`src/rtl/ipif_arbiter.sv`:
```
// Two-port round-robin arbiter sharing one downstream register-file wr/rd request/ack interface.
// Optional ack watchdog is enabled by defining IPIF_ARB_TIMEOUT_EN.
module ipif_arbiter #(
  parameter int C_ADDR_WIDTH = 12,
  parameter int C_DATA_WIDTH = 32,
  parameter int C_TIMEOUT    = 255
) (
  input  logic                          aclk,
  input  logic                          rst,
  input  logic [2*(C_ADDR_WIDTH-2)-1:0] s_wr_addr,
  input  logic [1:0]                    s_wr_req,
  input  logic [7:0]                    s_wr_be,
  input  logic [2*C_DATA_WIDTH-1:0]     s_wr_data,
  output logic [1:0]                    s_wr_ack,
  input  logic [2*(C_ADDR_WIDTH-2)-1:0] s_rd_addr,
  input  logic [1:0]                    s_rd_req,
  output logic [C_DATA_WIDTH-1:0]       s_rd_data,
  output logic [1:0]                    s_rd_ack,
  output logic [C_ADDR_WIDTH-3:0]       m_wr_addr,
  output logic                          m_wr_req,
  output logic [3:0]                    m_wr_be,
  output logic [C_DATA_WIDTH-1:0]       m_wr_data,
  input  logic                          m_wr_ack,
  output logic [C_ADDR_WIDTH-3:0]       m_rd_addr,
  output logic                          m_rd_req,
  input  logic [C_DATA_WIDTH-1:0]       m_rd_data,
  input  logic                          m_rd_ack,
  output logic                          timeout
);

  localparam int AW = C_ADDR_WIDTH - 2;
  localparam int DW = C_DATA_WIDTH;

  typedef enum logic [1:0] {IDLE, ISSUE, WAIT, RESP} state_t;

  state_t state, state_nxt;

  logic [1:0]    wr_pend, rd_pend;
  logic [AW-1:0] wr_addr_q [2];
  logic [3:0]    wr_be_q   [2];
  logic [DW-1:0] wr_data_q [2];
  logic [AW-1:0] rd_addr_q [2];

  logic gnt_port, gnt_wr, last_port;
  logic any_pend, sel_port, sel_wr;
  logic ack_hit, tmo_hit, done;

  // Tie goes to the port that was not granted last; writes beat reads within a port.
  assign any_pend = |wr_pend || |rd_pend;
  assign sel_port = ((wr_pend[0] || rd_pend[0]) && (wr_pend[1] || rd_pend[1])) ? ~last_port
                                                                               : (wr_pend[1] || rd_pend[1]);
  assign sel_wr   = wr_pend[sel_port];

  assign ack_hit  = gnt_wr ? m_wr_ack : m_rd_ack;
  assign done     = (state == WAIT) && (ack_hit || tmo_hit);

  always_ff @(posedge aclk) begin
    if (rst) state <= IDLE;
    else     state <= state_nxt;
  end

  always_comb begin
    state_nxt = state;
    m_wr_req  = 1'b0;
    m_rd_req  = 1'b0;
    s_wr_ack  = 2'b00;
    s_rd_ack  = 2'b00;
    case (state)
      IDLE:  if (any_pend) state_nxt = ISSUE;
      ISSUE: begin
        m_wr_req  = gnt_wr;
        m_rd_req  = !gnt_wr;
        state_nxt = WAIT;
      end
      WAIT:  if (done) state_nxt = RESP;
      RESP: begin
        s_wr_ack[gnt_port] = gnt_wr;
        s_rd_ack[gnt_port] = !gnt_wr;
        state_nxt          = IDLE;
      end
      default: state_nxt = IDLE;
    endcase
  end

  // A new request wins over the clear of its own slot in the same cycle.
  always_ff @(posedge aclk) begin
    if (rst) begin
      wr_pend   <= 2'b00;
      rd_pend   <= 2'b00;
      gnt_port  <= 1'b0;
      gnt_wr    <= 1'b0;
      last_port <= 1'b1;
      m_wr_addr <= '0;
      m_wr_be   <= '0;
      m_wr_data <= '0;
      m_rd_addr <= '0;
      s_rd_data <= '0;
      for (int i = 0; i < 2; i++) begin
        wr_addr_q[i] <= '0;
        wr_be_q[i]   <= '0;
        wr_data_q[i] <= '0;
        rd_addr_q[i] <= '0;
      end
    end else begin
      for (int i = 0; i < 2; i++) begin
        if (s_wr_req[i]) begin
          wr_addr_q[i] <= s_wr_addr[i*AW +: AW];
          wr_be_q[i]   <= s_wr_be[i*4 +: 4];
          wr_data_q[i] <= s_wr_data[i*DW +: DW];
          wr_pend[i]   <= 1'b1;
        end else if (done && gnt_wr && (gnt_port == 1'(i))) begin
          wr_pend[i]   <= 1'b0;
        end
        if (s_rd_req[i]) begin
          rd_addr_q[i] <= s_rd_addr[i*AW +: AW];
          rd_pend[i]   <= 1'b1;
        end else if (done && !gnt_wr && (gnt_port == 1'(i))) begin
          rd_pend[i]   <= 1'b0;
        end
      end
      if ((state == IDLE) && any_pend) begin
        gnt_port  <= sel_port;
        gnt_wr    <= sel_wr;
        last_port <= sel_port;
        if (sel_wr) begin
          m_wr_addr <= wr_addr_q[sel_port];
          m_wr_be   <= wr_be_q[sel_port];
          m_wr_data <= wr_data_q[sel_port];
        end else begin
          m_rd_addr <= rd_addr_q[sel_port];
        end
      end
      if (done && !gnt_wr) s_rd_data <= tmo_hit ? '1 : m_rd_data;
    end
  end

`ifdef IPIF_ARB_TIMEOUT_EN
  logic [15:0] wait_cnt;
  logic        tmo_q;

  // Counter is zero in the first WAIT cycle, so the limit hits on the C_TIMEOUT-th WAIT cycle.
  always_ff @(posedge aclk) begin
    if (rst) begin
      wait_cnt <= '0;
      tmo_q    <= 1'b0;
    end else begin
      if (state == ISSUE)     wait_cnt <= '0;
      else if (state == WAIT) wait_cnt <= wait_cnt + 16'd1;
      if (done) tmo_q <= tmo_hit;
    end
  end

  assign tmo_hit = (state == WAIT) && !ack_hit && (wait_cnt == 16'(C_TIMEOUT - 1));
  assign timeout = (state == RESP) && tmo_q;
`else
  assign tmo_hit = 1'b0;
  assign timeout = 1'b0;
`endif

endmodule
```
`config.mk`:
```
export PLATFORM = sky130hd
export DESIGN_NAME = ipif_arbiter
export DESIGN_NICKNAME = d
export VERILOG_FILES = /design/src/rtl/ipif_arbiter.sv
export SDC_FILE = /design/constraint.sdc
export NUM_CORES = 1
export LEC_CHECK = 0
export BUFFER_PORTS_ARGS = -buffer_cell sky130_fd_sc_hd__clkbuf_2
export CORE_UTILIZATION = 55
export CTS_CLUSTER_SIZE = 12
export DETAILED_ROUTE_END_ITERATION = 16
export PLACE_DENSITY_LB_ADDON = 0.2
export SYNTH_ARGS = -nofsm -noshare
export SYNTH_HDL_FRONTEND = slang
export SYNTH_SLANG_ARGS = --single-unit
```
`constraint.sdc`:
```
create_clock -name aclk -period 3 [get_ports aclk]
set_clock_uncertainty 0.05 [all_clocks]
set_input_delay 0.45 -clock aclk [delete_from_list [all_inputs] [get_ports aclk]]
set_output_delay 0.45 -clock aclk [all_outputs]
set_load 0.01 [all_outputs]
```
**After elaboration in Yosys (flattened, before gate mapping)**

Memory sizes are Yosys's and may differ from the RTL's. A register that Yosys moved wholly into a read port is not among the register bits.
Cells that the tools add are included.

- $lt $le $gt $ge: 3
- Equality and inequality tests: 5
- Muxes and demuxes: 43
- Bitwise gates (word level): 13
- Reductions and logical operators: 24

Operators with widths:

| cell | number |
|---|---|
| 32-bit 2-to-1 mux | 2 |
| 10-bit 2-to-1 mux | 4 |
| 1-bit 2-to-1 mux | 29 |
| 1-bit logical AND | 10 |
| 2-bit 2-to-1 mux | 4 |
| 4-bit 2-to-1 mux | 2 |
| 1-bit OR | 8 |
| 2-bit one-hot mux with 4 select lines | 1 |
| 2-bit nonzero test | 4 |
| 2-bit AND reduction | 3 |
| 2-bit bitwise AND | 2 |
| 2-bit == test, second input constant | 2 |
| 1-bit by 2-bit < comparator with 1-bit output, second input constant | 2 |
| 2-bit != test, second input constant | 2 |
| 2-bit OR reduction | 2 |
| 1-bit logical OR | 3 |
| 1-bit NOT | 3 |
| 2-bit by 1-bit == test with 1-bit output, second input constant | 1 |
| 2-bit logical NOT | 1 |
| 1-bit demux with 1-bit select | 1 |
| 1-bit greater-or-equal comparator, second input constant | 1 |
| 1-bit logical NOT | 1 |

- Register bits after elaboration: 41
- RAM bits: 112
- Input bits: 152
- Output and inout bits: 95
- Memories: 4

Memory list:

| memory | words | width | rd ports | clocked after memory_dff | wr ports | line | source |
|---|---|---|---|---|---|---|---|
| wr_data_q | 2 | 32 | 1 | 1 | 2 | 41 | `logic [DW-1:0] wr_data_q [2];` |
| rd_addr_q | 2 | 10 | 1 | 1 | 2 | 42 | `logic [AW-1:0] rd_addr_q [2];` |
| wr_addr_q | 2 | 10 | 1 | 1 | 2 | 39 | `logic [AW-1:0] wr_addr_q [2];` |
| wr_be_q | 2 | 4 | 1 | 1 | 2 | 40 | `logic [3:0] wr_be_q [2];` |

**Longest topological paths before layout**

- Depth in word-level cells: 7
- Depth in mapped cells: 8
- Gate-level depth less buffers: 6

**Worst setup path after synthesis**

Ideal clock, no wire load.

- Path kind: input port to flip-flop
- From: in rst
- To: mem wr_addr_q[0][0] in the netlist's numbering, enable pin
- Setup time: 0.383 ns
- Data arrival time: 1.349 ns
- Path slack: 1.218 ns
- Stages: 2
- Cell sequence: clkbuf_1 or2_2

RTL lines:

| what | line | source |
|---|---|---|
| start: declaration | 9 | `input logic rst,` |
| end: declaration | 39 |  |

**Worst setup path in the final report**

- From: reg state[0]
- To: reg m_rd_addr[6] (read register of rd_addr_q)

- Longest elaborated chain between the ends: 3

RTL lines:

| what | line | source |
|---|---|---|
| start: declaration | 36 | `state_t state, state_nxt;` |
| start signal: assignment | 59 | `else state <= state_nxt;` |
| 2-bit logical NOT | 121 | `if ((state == IDLE) && any_pend) begin` |
| 1-bit logical AND | 121 |  |
| 2-bit AND reduction (no source line) | - |  |
| end: declaration | 24 | `output logic [C_ADDR_WIDTH-3:0] m_rd_addr,` |

No other way between the ends.
A chain may end at the register's enable or synchronous reset.

==> run_results.csv <==
group,metric,value,unit
finish,fillers,1157,
clock_tree,cts_setup_buffers,0,
yosys,synth_top_area_cell,"edfxtp_1",
clock_tree,cts_tree,"built",
die,ioPinCount,247,
grt,grt_pass1_vias,6014,
setup_path,critPathRequiredTime,3.34,ns
yosys,syn_inst,768,
finish,final_util,69.14,%
yosys,yosysTopAreaCellShare,39.37,%
yosys,synth_most_common_cell,"nand2_1",
job,maxCapViolCount,0,
die,initial_core_util,56.20,%
setup_path,worst_setup_path_start_kind,"flop",
timing,drv_slew,0,
yosys,synth_ff_type,"edfxtp_1",
placement,port_buffers,245,
clock_tree,clock_sinks,209,
timing,finalSetupViolCount,0,
die,die_h,126.6,um
grt,grt-ovfl-total,0,
timing,post-route-period-util,69.43,%
yosys,synthTopCellsByCount,"133 x nand2_1, 113 x and2_1, 112 x edfxtp_1, 97 x dfxtp_1, 50 x inv_1",
route,drt_pre_antenna_iters,4,
clock_tree,htree_levels,1,
route,drt-total-wl,18.81,mm
timing,maxSlewHeadroom,41.38,%
timing,min_period,2.083,ns
finish,area_delta_synth_final,23.04,%
die,die_area,0.01604,mm^2
grt,grtUsageMet3,4.049,%
pwr,power_density,795.8,mW/mm^2
timing,finalHoldViolCount,0,
placement,dp_hpwl,12.07,mm
yosys,ys_seq_area_share,62.10,%
setup_path,critPathMaxFanout,21,
clock_tree,holdBufCountCts,0,
yosys,ys_warn_count,0,
timing,max_freq,480.1,MHz
yosys,netlist_area,0.008543,mm^2
timing,tightest_slew,0.8761,ns
route,ant_nets,0,
route,drc,0,
yosys,ys_seq_elements,209,
grt,met1_usage,30.68,%
worst_hold_path,min_path_type,"in2reg",
yosys,synth_area_leaders,"edfxtp_1 39%, dfxtp_1 23%, and2_1 8.3%",
clock_tree,clk_pin_slew_worst_paths,0.06,ns
clock_tree,clock_latency,0.49,ns
yosys,avgSynthCellArea,11.12,um^2
outcome,status,"completed",
grt,grt.total_usage,23.56,%
setup_path,path_class,"reg2reg",
clock_tree,cts_made_buffers,22,
setup_path,end_kind,"flop",
grt,met2_usage,40.72,%
die,die_w,126.6,um
timing,grt_setup_unrepaired,"false",
grt,top_usage_layer,"met2",
finish,drive_gt1_share,31.47,%
route,drt_iter0_drc,330,
timing,fin_setup_tns,0,ns
yosys,synth_nets,924,
yosys,synth_async_sr_flop_share,0,%
route,wire_per_inst,15.82,um
setup_path,worstPathArrival,2.42,ns
grt,antenna_found_initial,0,
clock_tree,postCtsResizedCells,0,
finish,final_nets,1141,
route,vias_per_cell,5.283,
pwr,ir_drop,0.4101,mV
grt,grt_first_pass_wirelength,29.83,mm
yosys,synth_cell_type_count,45,
die,core,0.01520,mm^2
route,num_vias,6282,
placement,place.gp.congestion,0.7765,
die,rows,45,
clock_tree,cts_root_buffer,"clkbuf_16",
finish,diodes,0,
grt,grt_max_degree,93,
pwr,p_leak,4.391,nW
yosys,synth_edf_count,112,
clock_tree,cts_buffer_depth,3,
[cell usage in the layout (no fill, tap or decap), types with 4 or more instances in the layout]
cell	netlist	routed
a221oi_1	36	36
nand2_1	133	132
a211oi_2	8	8
clkbuf_8	0	6
clkbuf_1	33	11
nor2_1	24	23
dfxtp_1	97	97
or2_2	4	5
a21oi_1	37	36
buf_4	5	8
inv_1	50	50
ha_1	4	4
and2_1	113	113
clkbuf_16	0	23
edfxtp_1	112	112
clkbuf_2	1	244
a221oi_2	9	9
a311oi_1	10	10
a211oi_1	39	39
[kinds of logic after synthesis]
logic type | after synthesis | synth area share (%)
and+or+nand+nor | 292 | 17.02
adders and majority gates | 4 | 0.5858
DFF | 209 | 62.10
other | 1 | 0.04389
muxes | 2 | 0.2343
AOI/OAI and AO/OA | 148 | 13.97
buffers and inverters | 112 | 6.049
[registers in the layout (all words and copies together) (netlist names), 4 cells and up]
name,count
m_wr_data,32
s_rd_data,32
wr_data_q,64
wr_addr_q,20
m_wr_be,4
wr_be_q,8
m_wr_addr,10
rd_addr_q,20
m_rd_addr,10
[layout make-up]
cell class	instances	area (um^2)	share of cell area, %
repair buffers	255	1341	12.76
inverters	50	187.7	1.786
flip-flops and latches	209	5305	50.47
well taps	188	235.2	2.238
multi-input cells	447	2743	26.09
clock buffers	40	699.4	6.654
[worst max-delay path, stage by stage (launching register included)]
cell	delay (ns)
dfxtp_1	0.34
inv_1	0.09
ha_1	0.33
and4bb_2	0.27
a211o_1	0.52
nor2_1	0.10
a311oi_1	0.28
[final timing paths]
kind	slack [ns]	depth (start not counted)	endpoint	startpoint
min	0.13	3	s_rd_data[18]	m_rd_data[18]
max reg2reg	0.92	6	m_rd_addr[6]	state[0]
max	0.92	6	m_rd_addr[6]	state[0]
min reg2reg	0.40	2	s_rd_data[7]	s_rd_data[7]
[where the power goes]
group | switching (W) | internal (W) | leakage, nW
registers | 0.000247 | 0.00349 | 1.99
logic | 0.00124 | 0.000789 | 2.06
clock network | 0.00104 | 0.00156 | 0.340
[metrics by stage]
step	hold WS (ns)	std cells	setup slack (ns)	cell area [um^2]	power, W
2_1_floorplan	0.4280	768	1.218	8543	0.005175
3_3_place_gp	0.3925	1149	0.8921	9812	0.005774
3_5_place_dp	0.3960	1149	0.8714	9812	0.005830
4_1_cts	0.1136	1189	0.9244	10510	0.008433
5_1_grt	0.1269	1189	0.6631	10510	0.008805
6_report	0.1267	1189	0.9170	10510	0.008365
[per-layer routing]
metal	up-vias	part of all wire, %
met1	2930	43
met2	221	49
met5	-	0
li1	3100	-
met4	0	2.1
met3	31	5.9
No activity file was read; power rests on OpenSTA's default activity.
